File: config.mk
export PLATFORM = sky130hd
export DESIGN_NAME = pipe_hazard_ctrl
export DESIGN_NICKNAME = d
export VERILOG_FILES = /design/src/rtl/pipe_ctrl_pkg.sv /design/src/rtl/load_use_detect.sv /design/src/rtl/pipe_hazard_ctrl.sv
export SDC_FILE = /design/constraint.sdc
export NUM_CORES = 1
export LEC_CHECK = 0
export BUFFER_PORTS_ARGS = -buffer_cell sky130_fd_sc_hd__buf_2
export CAP_MARGIN = 20
export CORE_MARGIN = 3
export CORE_UTILIZATION = 30
export CTS_CLUSTER_DIAMETER = 150
export DETAILED_ROUTE_END_ITERATION = 6
export HOLD_SLACK_MARGIN = 0.08
export PLACE_DENSITY = 0.62
export SLEW_MARGIN = 20
export SYNTH_ARGS = -nofsm -noshare
export SYNTH_HDL_FRONTEND = slang
export SYNTH_SLANG_ARGS = --single-unit
File: constraint.sdc
create_clock -name clk -period 1.9 [get_ports clk]
set_input_delay 0.19 -clock clk [delete_from_list [all_inputs] [get_ports clk]]
set_output_delay 0.19 -clock clk [all_outputs]
set_load 0.02 [all_outputs]
File: src/rtl/pipe_ctrl_pkg.sv
// Shared types and constants for the pipeline hazard controller.
package pipe_ctrl_pkg;

    // Controller sequencing states.
    typedef enum logic [1:0] {
        RUN      = 2'd0,
        MEM_WAIT = 2'd1,
        FLUSH    = 2'd2
    } state_t;

    // ex_mem_to_reg encoding that marks a load in EX.
    localparam logic [1:0] MEM_TO_REG_LOAD = 2'b01;

endpackage

File: src/rtl/load_use_detect.sv
// Load-use comparator: flags an ID source that depends on a load still in EX.
// Register x0 never creates a dependency.
module load_use_detect
    import pipe_ctrl_pkg::*;
(
    input  logic [4:0] id_rs1,
    input  logic [4:0] id_rs2,
    input  logic       id_use_rs1,
    input  logic       id_use_rs2,
    input  logic [4:0] ex_rd,
    input  logic       ex_reg_write,
    input  logic [1:0] ex_mem_to_reg,
    output logic       hazard
);

    // Hazard when a writing load targets a non-zero register that ID reads.
    always_comb begin
        hazard = ex_reg_write
              && (ex_mem_to_reg == MEM_TO_REG_LOAD)
              && (ex_rd != 5'd0)
              && ((id_use_rs1 && (id_rs1 == ex_rd))
               || (id_use_rs2 && (id_rs2 == ex_rd)));
    end

endmodule

File: src/rtl/pipe_hazard_ctrl.sv
// Pipeline hazard controller: load-use stalls, data-memory wait with
// timeout, and mispredict flushes. Priority: memory wait > mispredict >
// load-use. Control outputs are combinational and forced low during reset.
// Optional macro HAZARD_PERF_CNT_EN adds the stall/flush performance counters;
// without it both counter outputs are tied to zero.
module pipe_hazard_ctrl
    import pipe_ctrl_pkg::*;
#(
    parameter int FLUSH_CYCLES = 1,
    parameter int MEM_WAIT_MAX = 15
) (
    input  logic        clk,
    input  logic        rst,
    input  logic [4:0]  id_rs1,
    input  logic [4:0]  id_rs2,
    input  logic        id_use_rs1,
    input  logic        id_use_rs2,
    input  logic [4:0]  ex_rd,
    input  logic        ex_reg_write,
    input  logic [1:0]  ex_mem_to_reg,
    input  logic        mispredict,
    input  logic        mem_req,
    input  logic        dmem_ready,
    output logic        pc_stall,
    output logic        if_id_stall,
    output logic        id_ex_bubble,
    output logic        ex_mem_hold,
    output logic        mem_wb_bubble,
    output logic        if_id_flush,
    output logic        id_ex_flush,
    output logic        mem_timeout,
    output logic [31:0] stall_cycles,
    output logic [31:0] flush_count
);

    localparam logic [7:0] WAIT_MAX     = 8'(MEM_WAIT_MAX);
    // Flush cycles still owed after the one in which the flush starts.
    localparam logic [1:0] FLUSH_RELOAD = 2'(FLUSH_CYCLES - 1);

    state_t     state, state_nxt;
    logic [7:0] wait_cnt, wait_cnt_nxt;
    logic [1:0] flush_rem, flush_rem_nxt;
    logic       pending, pending_nxt;
    logic       timeout_nxt;
    logic       load_use, mem_stall;
    logic       stall_set, flush_set, lu_set;

    load_use_detect u_load_use_detect (
        .id_rs1        (id_rs1),
        .id_rs2        (id_rs2),
        .id_use_rs1    (id_use_rs1),
        .id_use_rs2    (id_use_rs2),
        .ex_rd         (ex_rd),
        .ex_reg_write  (ex_reg_write),
        .ex_mem_to_reg (ex_mem_to_reg),
        .hazard        (load_use)
    );

    assign mem_stall = mem_req && !dmem_ready;

    // Next-state and control decode; memory wait outranks flush, flush outranks load-use.
    always_comb begin
        state_nxt     = state;
        wait_cnt_nxt  = wait_cnt;
        flush_rem_nxt = flush_rem;
        pending_nxt   = pending;
        timeout_nxt   = mem_timeout;
        stall_set     = 1'b0;
        flush_set     = 1'b0;
        lu_set        = 1'b0;
        case (state)
            RUN: begin
                if (mem_stall) begin
                    stall_set    = 1'b1;
                    state_nxt    = MEM_WAIT;
                    wait_cnt_nxt = 8'd0;
                    if (mispredict) pending_nxt = 1'b1;
                end else if (mispredict || pending) begin
                    flush_set   = 1'b1;
                    pending_nxt = 1'b0;
                    if (FLUSH_CYCLES > 1) begin
                        state_nxt     = FLUSH;
                        flush_rem_nxt = FLUSH_RELOAD;
                    end
                end else if (load_use) begin
                    lu_set = 1'b1;
                end
            end
            MEM_WAIT: begin
                // A mispredict seen while waiting is replayed once RUN resumes.
                if (mispredict) pending_nxt = 1'b1;
                if (dmem_ready) begin
                    state_nxt    = RUN;
                    wait_cnt_nxt = 8'd0;
                end else begin
                    stall_set = 1'b1;
                    if (wait_cnt + 8'd1 == WAIT_MAX) begin
                        timeout_nxt  = 1'b1;
                        state_nxt    = RUN;
                        wait_cnt_nxt = 8'd0;
                    end else begin
                        wait_cnt_nxt = wait_cnt + 8'd1;
                    end
                end
            end
            FLUSH: begin
                if (mem_stall) begin
                    // Interrupted flush restarts from scratch after the wait.
                    stall_set     = 1'b1;
                    state_nxt     = MEM_WAIT;
                    wait_cnt_nxt  = 8'd0;
                    pending_nxt   = 1'b1;
                    flush_rem_nxt = 2'd0;
                end else begin
                    flush_set = 1'b1;
                    if (mispredict) begin
                        flush_rem_nxt = FLUSH_RELOAD;
                    end else if (flush_rem <= 2'd1) begin
                        state_nxt     = RUN;
                        flush_rem_nxt = 2'd0;
                    end else begin
                        flush_rem_nxt = flush_rem - 2'd1;
                    end
                end
            end
            default: state_nxt = RUN;
        endcase
    end

    assign pc_stall      = rst && (stall_set || lu_set);
    assign if_id_stall   = rst && (stall_set || lu_set);
    assign id_ex_bubble  = rst && lu_set;
    assign ex_mem_hold   = rst && stall_set;
    assign mem_wb_bubble = rst && stall_set;
    assign if_id_flush   = rst && flush_set;
    assign id_ex_flush   = rst && flush_set;

    // Sequencing registers; reset aborts any wait or flush and drops pending work.
    always_ff @(posedge clk or negedge rst) begin
        if (!rst) begin
            state       <= RUN;
            wait_cnt    <= 8'd0;
            flush_rem   <= 2'd0;
            pending     <= 1'b0;
            mem_timeout <= 1'b0;
        end else begin
            state       <= state_nxt;
            wait_cnt    <= wait_cnt_nxt;
            flush_rem   <= flush_rem_nxt;
            pending     <= pending_nxt;
            mem_timeout <= timeout_nxt;
        end
    end

`ifdef HAZARD_PERF_CNT_EN
    // Free-running, wrapping performance counters.
    always_ff @(posedge clk or negedge rst) begin
        if (!rst) begin
            stall_cycles <= 32'd0;
            flush_count  <= 32'd0;
        end else begin
            stall_cycles <= stall_cycles + 32'(pc_stall);
            flush_count  <= flush_count + 32'(mispredict);
        end
    end
`else
    assign stall_cycles = 32'd0;
    assign flush_count  = 32'd0;
`endif

endmodule
==> flow_summary.html <==
<table>
<tr><th>Metric</th><th>Value</th></tr>
<tr><th colspan="2">Outcome</th></tr>
<tr><td>Status</td><td>finished clean</td></tr>
<tr><th colspan="2">Drt</th></tr>
<tr><td>Number of DRC violations after detailed-routing iteration 0</td><td>32</td></tr>
<tr><td>Total number of vias</td><td>928</td></tr>
<tr><td>Count of unresolved DRC violations after routing</td><td>0</td></tr>
<tr><td>Routed Antenna Nets</td><td>0</td></tr>
<tr><td>Via density per instance</td><td>3.83</td></tr>
<tr><td>Routed wire length</td><td>2430 µm</td></tr>
<tr><td>First-pass detailed-route iteration total</td><td>4</td></tr>
<tr><td>Routed wire length per instance</td><td>10.0 µm</td></tr>
<tr><th colspan="2">Cells and area</th></tr>
<tr><td>Commonest non-fill, non-tap cells in the layout</td><td>64 x conb_1, 32 x buf_2, 11 x nand2_1, 11 x dfrtp_1</td></tr>
<tr><td>Relative area change from synthesis to final layout</td><td>4.54%</td></tr>
<tr><td>Final-stage net count</td><td>220</td></tr>
<tr><td>Count of non-filler cells in the finished layout</td><td>242</td></tr>
<tr><td>Antenna Cells</td><td>0</td></tr>
<tr><td>Most common cell after layout, fill and taps aside</td><td>conb_1</td></tr>
<tr><td>Share of post-route cells with drive strength above 1</td><td>23.4%</td></tr>
<tr><th colspan="2">Placement</th></tr>
<tr><td>Cell count after placement</td><td>237</td></tr>
<tr><td>Hpwl dp</td><td>2010 µm</td></tr>
<tr><td>Placer Congestion</td><td>0.819</td></tr>
<tr><td>Count of input and output buffers</td><td>32</td></tr>
<tr><th colspan="2">Pwr</th></tr>
<tr><td>Leakage</td><td>0.000735 µW</td></tr>
<tr><td>Pwr Total</td><td>736 µW</td></tr>
<tr><td>Power density normalized to cell area</td><td>556 nW/µm²</td></tr>
<tr><td>Worst VDD drop</td><td>0.247 mV</td></tr>
<tr><th colspan="2">Synth</th></tr>
<tr><td>Register bit total from synthesis</td><td>11</td></tr>
<tr><td>Cell count after synthesis</td><td>155</td></tr>
<tr><td>Sequential cell area fraction in the yosys report</td><td>21.7%</td></tr>
<tr><td>FFs w/ async S/R, synth</td><td>100%</td></tr>
<tr><td>Compound-cell area share of the yosys netlist</td><td>11.7%</td></tr>
<tr><td>Simple-gate area share of the yosys netlist</td><td>14.4%</td></tr>
<tr><td>Total of warnings raised by yosys</td><td>0</td></tr>
<tr><td>Count of different cell masters after synthesis</td><td>29</td></tr>
<tr><td>Synthesized-area fraction occupied by xor and xnor cells</td><td>8.98%</td></tr>
<tr><td>Most used flip-flop cell after synthesis</td><td>dfrtp_1</td></tr>
<tr><td>Share of cell area taken by muxes after synthesis</td><td>0%</td></tr>
<tr><td>Dominant combinational cell family by area after synthesis</td><td>buffers and inverters</td></tr>
<tr><td>Netlist area before placement</td><td>1270 µm²</td></tr>
<tr><td>Post-synthesis share of cell area spent on full adders, half adders and majority gates</td><td>1.97%</td></tr>
<tr><td>Mean post-synth cell area</td><td>8.18 µm²</td></tr>
<tr><td>Post-synth EDFFs</td><td>0</td></tr>
<tr><th colspan="2">Floorplanning</th></tr>
<tr><td>Die extent in x</td><td>71 µm</td></tr>
<tr><td>Starting density of the core</td><td>31.5%</td></tr>
<tr><td>Total die area</td><td>5040 µm²</td></tr>
<tr><td>Chip height</td><td>71 µm</td></tr>
<tr><td>Total core area</td><td>4030 µm²</td></tr>
<tr><td>IO Pins</td><td>97</td></tr>
<tr><td>Number of standard-cell rows in the floorplan</td><td>23</td></tr>
<tr><th colspan="2">Hold path</th></tr>
<tr><td>Hold path endpoint</td><td>pending</td></tr>
<tr><td>Cell count of the worst hold path</td><td>3</td></tr>
<tr><td>Worst hold start</td><td>mispredict</td></tr>
<tr><td>Class of the tightest hold or removal check</td><td>input port to flop</td></tr>
<tr><th colspan="2">Timing</th></tr>
<tr><td>Final Hold Viols</td><td>0</td></tr>
<tr><td>Post-route worst hold slack</td><td>0.195 ns</td></tr>
<tr><td>Final min period</td><td>1.81 ns</td></tr>
<tr><td>Fmax</td><td>553 MHz</td></tr>
<tr><td>Tcrit/Tclk final</td><td>95.2%</td></tr>
<tr><td>Number of pins exceeding their max-slew limit in the final report</td><td>0</td></tr>
<tr><td>Post-route clock skew</td><td>0.00193 ns</td></tr>
<tr><td>Post-route setup TNS</td><td>0 ns</td></tr>
<tr><td>Final setup vio count</td><td>0</td></tr>
<tr><td>Unrepaired setup endpoints after global routing</td><td>false</td></tr>
<tr><th colspan="2">Setup path</th></tr>
<tr><td>Kind of launch point of the worst setup path</td><td>input port</td></tr>
<tr><td>Critical Setup Path Class</td><td>input port to primary output</td></tr>
<tr><td>Setup slack of the worst register-to-register path</td><td>0.24 ns</td></tr>
<tr><td>Kind of end point of the critical path</td><td>primary output</td></tr>
<tr><td>Required time at the endpoint of the critical path</td><td>1.71 ns</td></tr>
<tr><td>Destination of the worst register-to-register timing path</td><td>wait_cnt[0]</td></tr>
<tr><td>Worst reg2reg path startpoint</td><td>wait_cnt[1]</td></tr>
<tr><td>Data arrival time of the worst path</td><td>1.62 ns</td></tr>
<tr><td>Logic depth of the worst register-to-register path</td><td>6</td></tr>
<tr><td>Crit path max fanout</td><td>3</td></tr>
<tr><th colspan="2">Clocking</th></tr>
<tr><td>Maximum root-to-sink buffer count</td><td>2</td></tr>
<tr><td>Clock buffers created by TritonCTS</td><td>3</td></tr>
<tr><td>TritonCTS Sinks</td><td>11</td></tr>
<tr><td>Source-to-sink clock delay at the later pin of the worst-skew pair</td><td>0.24 ns</td></tr>
<tr><td>H-Tree Depth</td><td>1</td></tr>
<tr><td>CTS tree</td><td>yes</td></tr>
<tr><td>Buffer type at the clock tree root</td><td>clkbuf_8</td></tr>
<tr><td>Clock-pin slew of the registers on the worst-case setup and hold paths</td><td>0.05 ns</td></tr>
<tr><td>Post-CTS Resized</td><td>0</td></tr>
<tr><th colspan="2">GRT</th></tr>
<tr><td>Total Routing Usage GR</td><td>9.01%</td></tr>
<tr><td>Global routing met2 resource utilization</td><td>16.5%</td></tr>
<tr><td>GRT met3 Usage</td><td>2.13%</td></tr>
<tr><td>Residual overflow from global routing</td><td>0</td></tr>
<tr><td>Fraction of met1 tracks used by global routing</td><td>9.86%</td></tr>
<tr><td>Busiest metal layer after global routing</td><td>met2</td></tr>
<tr><td>Maximum number of pins on one net before global-route repair</td><td>13</td></tr>
<tr><td>Initial antenna violation count</td><td>0</td></tr>
<tr><td>Wire length of the first global-routing pass</td><td>3660 µm</td></tr>
<tr><td>Number of global-route vias before repair</td><td>834</td></tr>
<tr><th colspan="2">Job</th></tr>
<tr><td>Maximum capacitance violations</td><td>0</td></tr>
</table>
==> cell type report <==
class | count | area [µm²]
Fill cell | 451 | 2700
Multi-Input combinational cell | 136 | 726
Sequential cell | 11 | 275
Timing Repair Buffer | 37 | 200
Tap cell | 50 | 62.6
Clock buffer | 3 | 41.3
Inverter | 4 | 15.0
Clock inverter | 1 | 5.00
==> metrics by stage <==
step	setup slack [ns]	utilization, %	instance area, µm²
floorplan	0.00620	-	1520
global placement	0.0988	31.5	1270
detailed placement	0.0783	31.5	1270
CTS	0.0822	32.9	1330
global route	0.00190	32.9	1330
finish	0.0905	32.9	1330
==> worst max-delay path by stage <==
stage	to	cells after the start	from	slack, ns
after CTS	if_id_stall	6	ex_rd[1]	0.08
after global routing	if_id_stall	5	pending	0.002
after detailed placement	if_id_stall	6	ex_rd[1]	0.08
after global placement	pc_stall	6	ex_rd[1]	0.1
after floorplan	pc_stall	5	state[0]	0.006
final	if_id_stall	6	ex_rd[1]	0.09
==> metal layers <==
layer  vias up  wire length [µm]
met5         -                 0
met4         0                34
met3         4               200
met2        44              1260
met1       421               926
li1        459                 -
==> report_power, final <==
part / internal (µW) / total [µW] / leakage, µW / switching [µW]
clock network: 145 / 241 / 0.0000255 / 96.2
registers: 243 / 249 / 0.000149 / 5.79
logic: 59.1 / 246 / 0.000560 / 187
==> worst max-delay path, stage by stage <==
cell and delay (ns):
buf_2 0.13, or4_2 0.65, nor2_1 0.19, a2111oi_4 0.05, or2_4 0.25, buf_2 0.16
==> Yosys cell counts (all sizes together), types with 2 or more instances <==
cell | number | area, µm²
nor2 | 6 | 22.5
dfrtp | 11 | 275
nor4 | 2 | 18.8
a21o | 3 | 22.5
buf | 67 | 503
nand4 | 2 | 12.5
nand2 | 11 | 41.3
nand3 | 6 | 30.0
inv | 4 | 15.0
ha | 2 | 25.0
xor2 | 9 | 78.8
xnor2 | 4 | 35.0
a21oi | 4 | 23.8
nor2b | 3 | 18.8
o21ai | 9 | 45.0
==> state kept, by name, summed over array words and instances, names as in the netlist <==
signal,flops
wait_cnt,8
mem_timeout,1
pending,1
state,1
==> cells by family after synthesis <==
group,Yosys count
other cells,1
flops,11
xor+xnor,13
fa+ha+maj,2
compound gates,22
simple gates,35
buf+inv,71
==> timing repair <==
| action | 4_1_cts | 5_1_grt |
|---|---|---|
| hold buffers | 1 | 0 |
| buffers inserted | 0 | 0 |
| endpoints found under the hold margin | 11 | 0 |
Power figures use the tool's default switching activity.
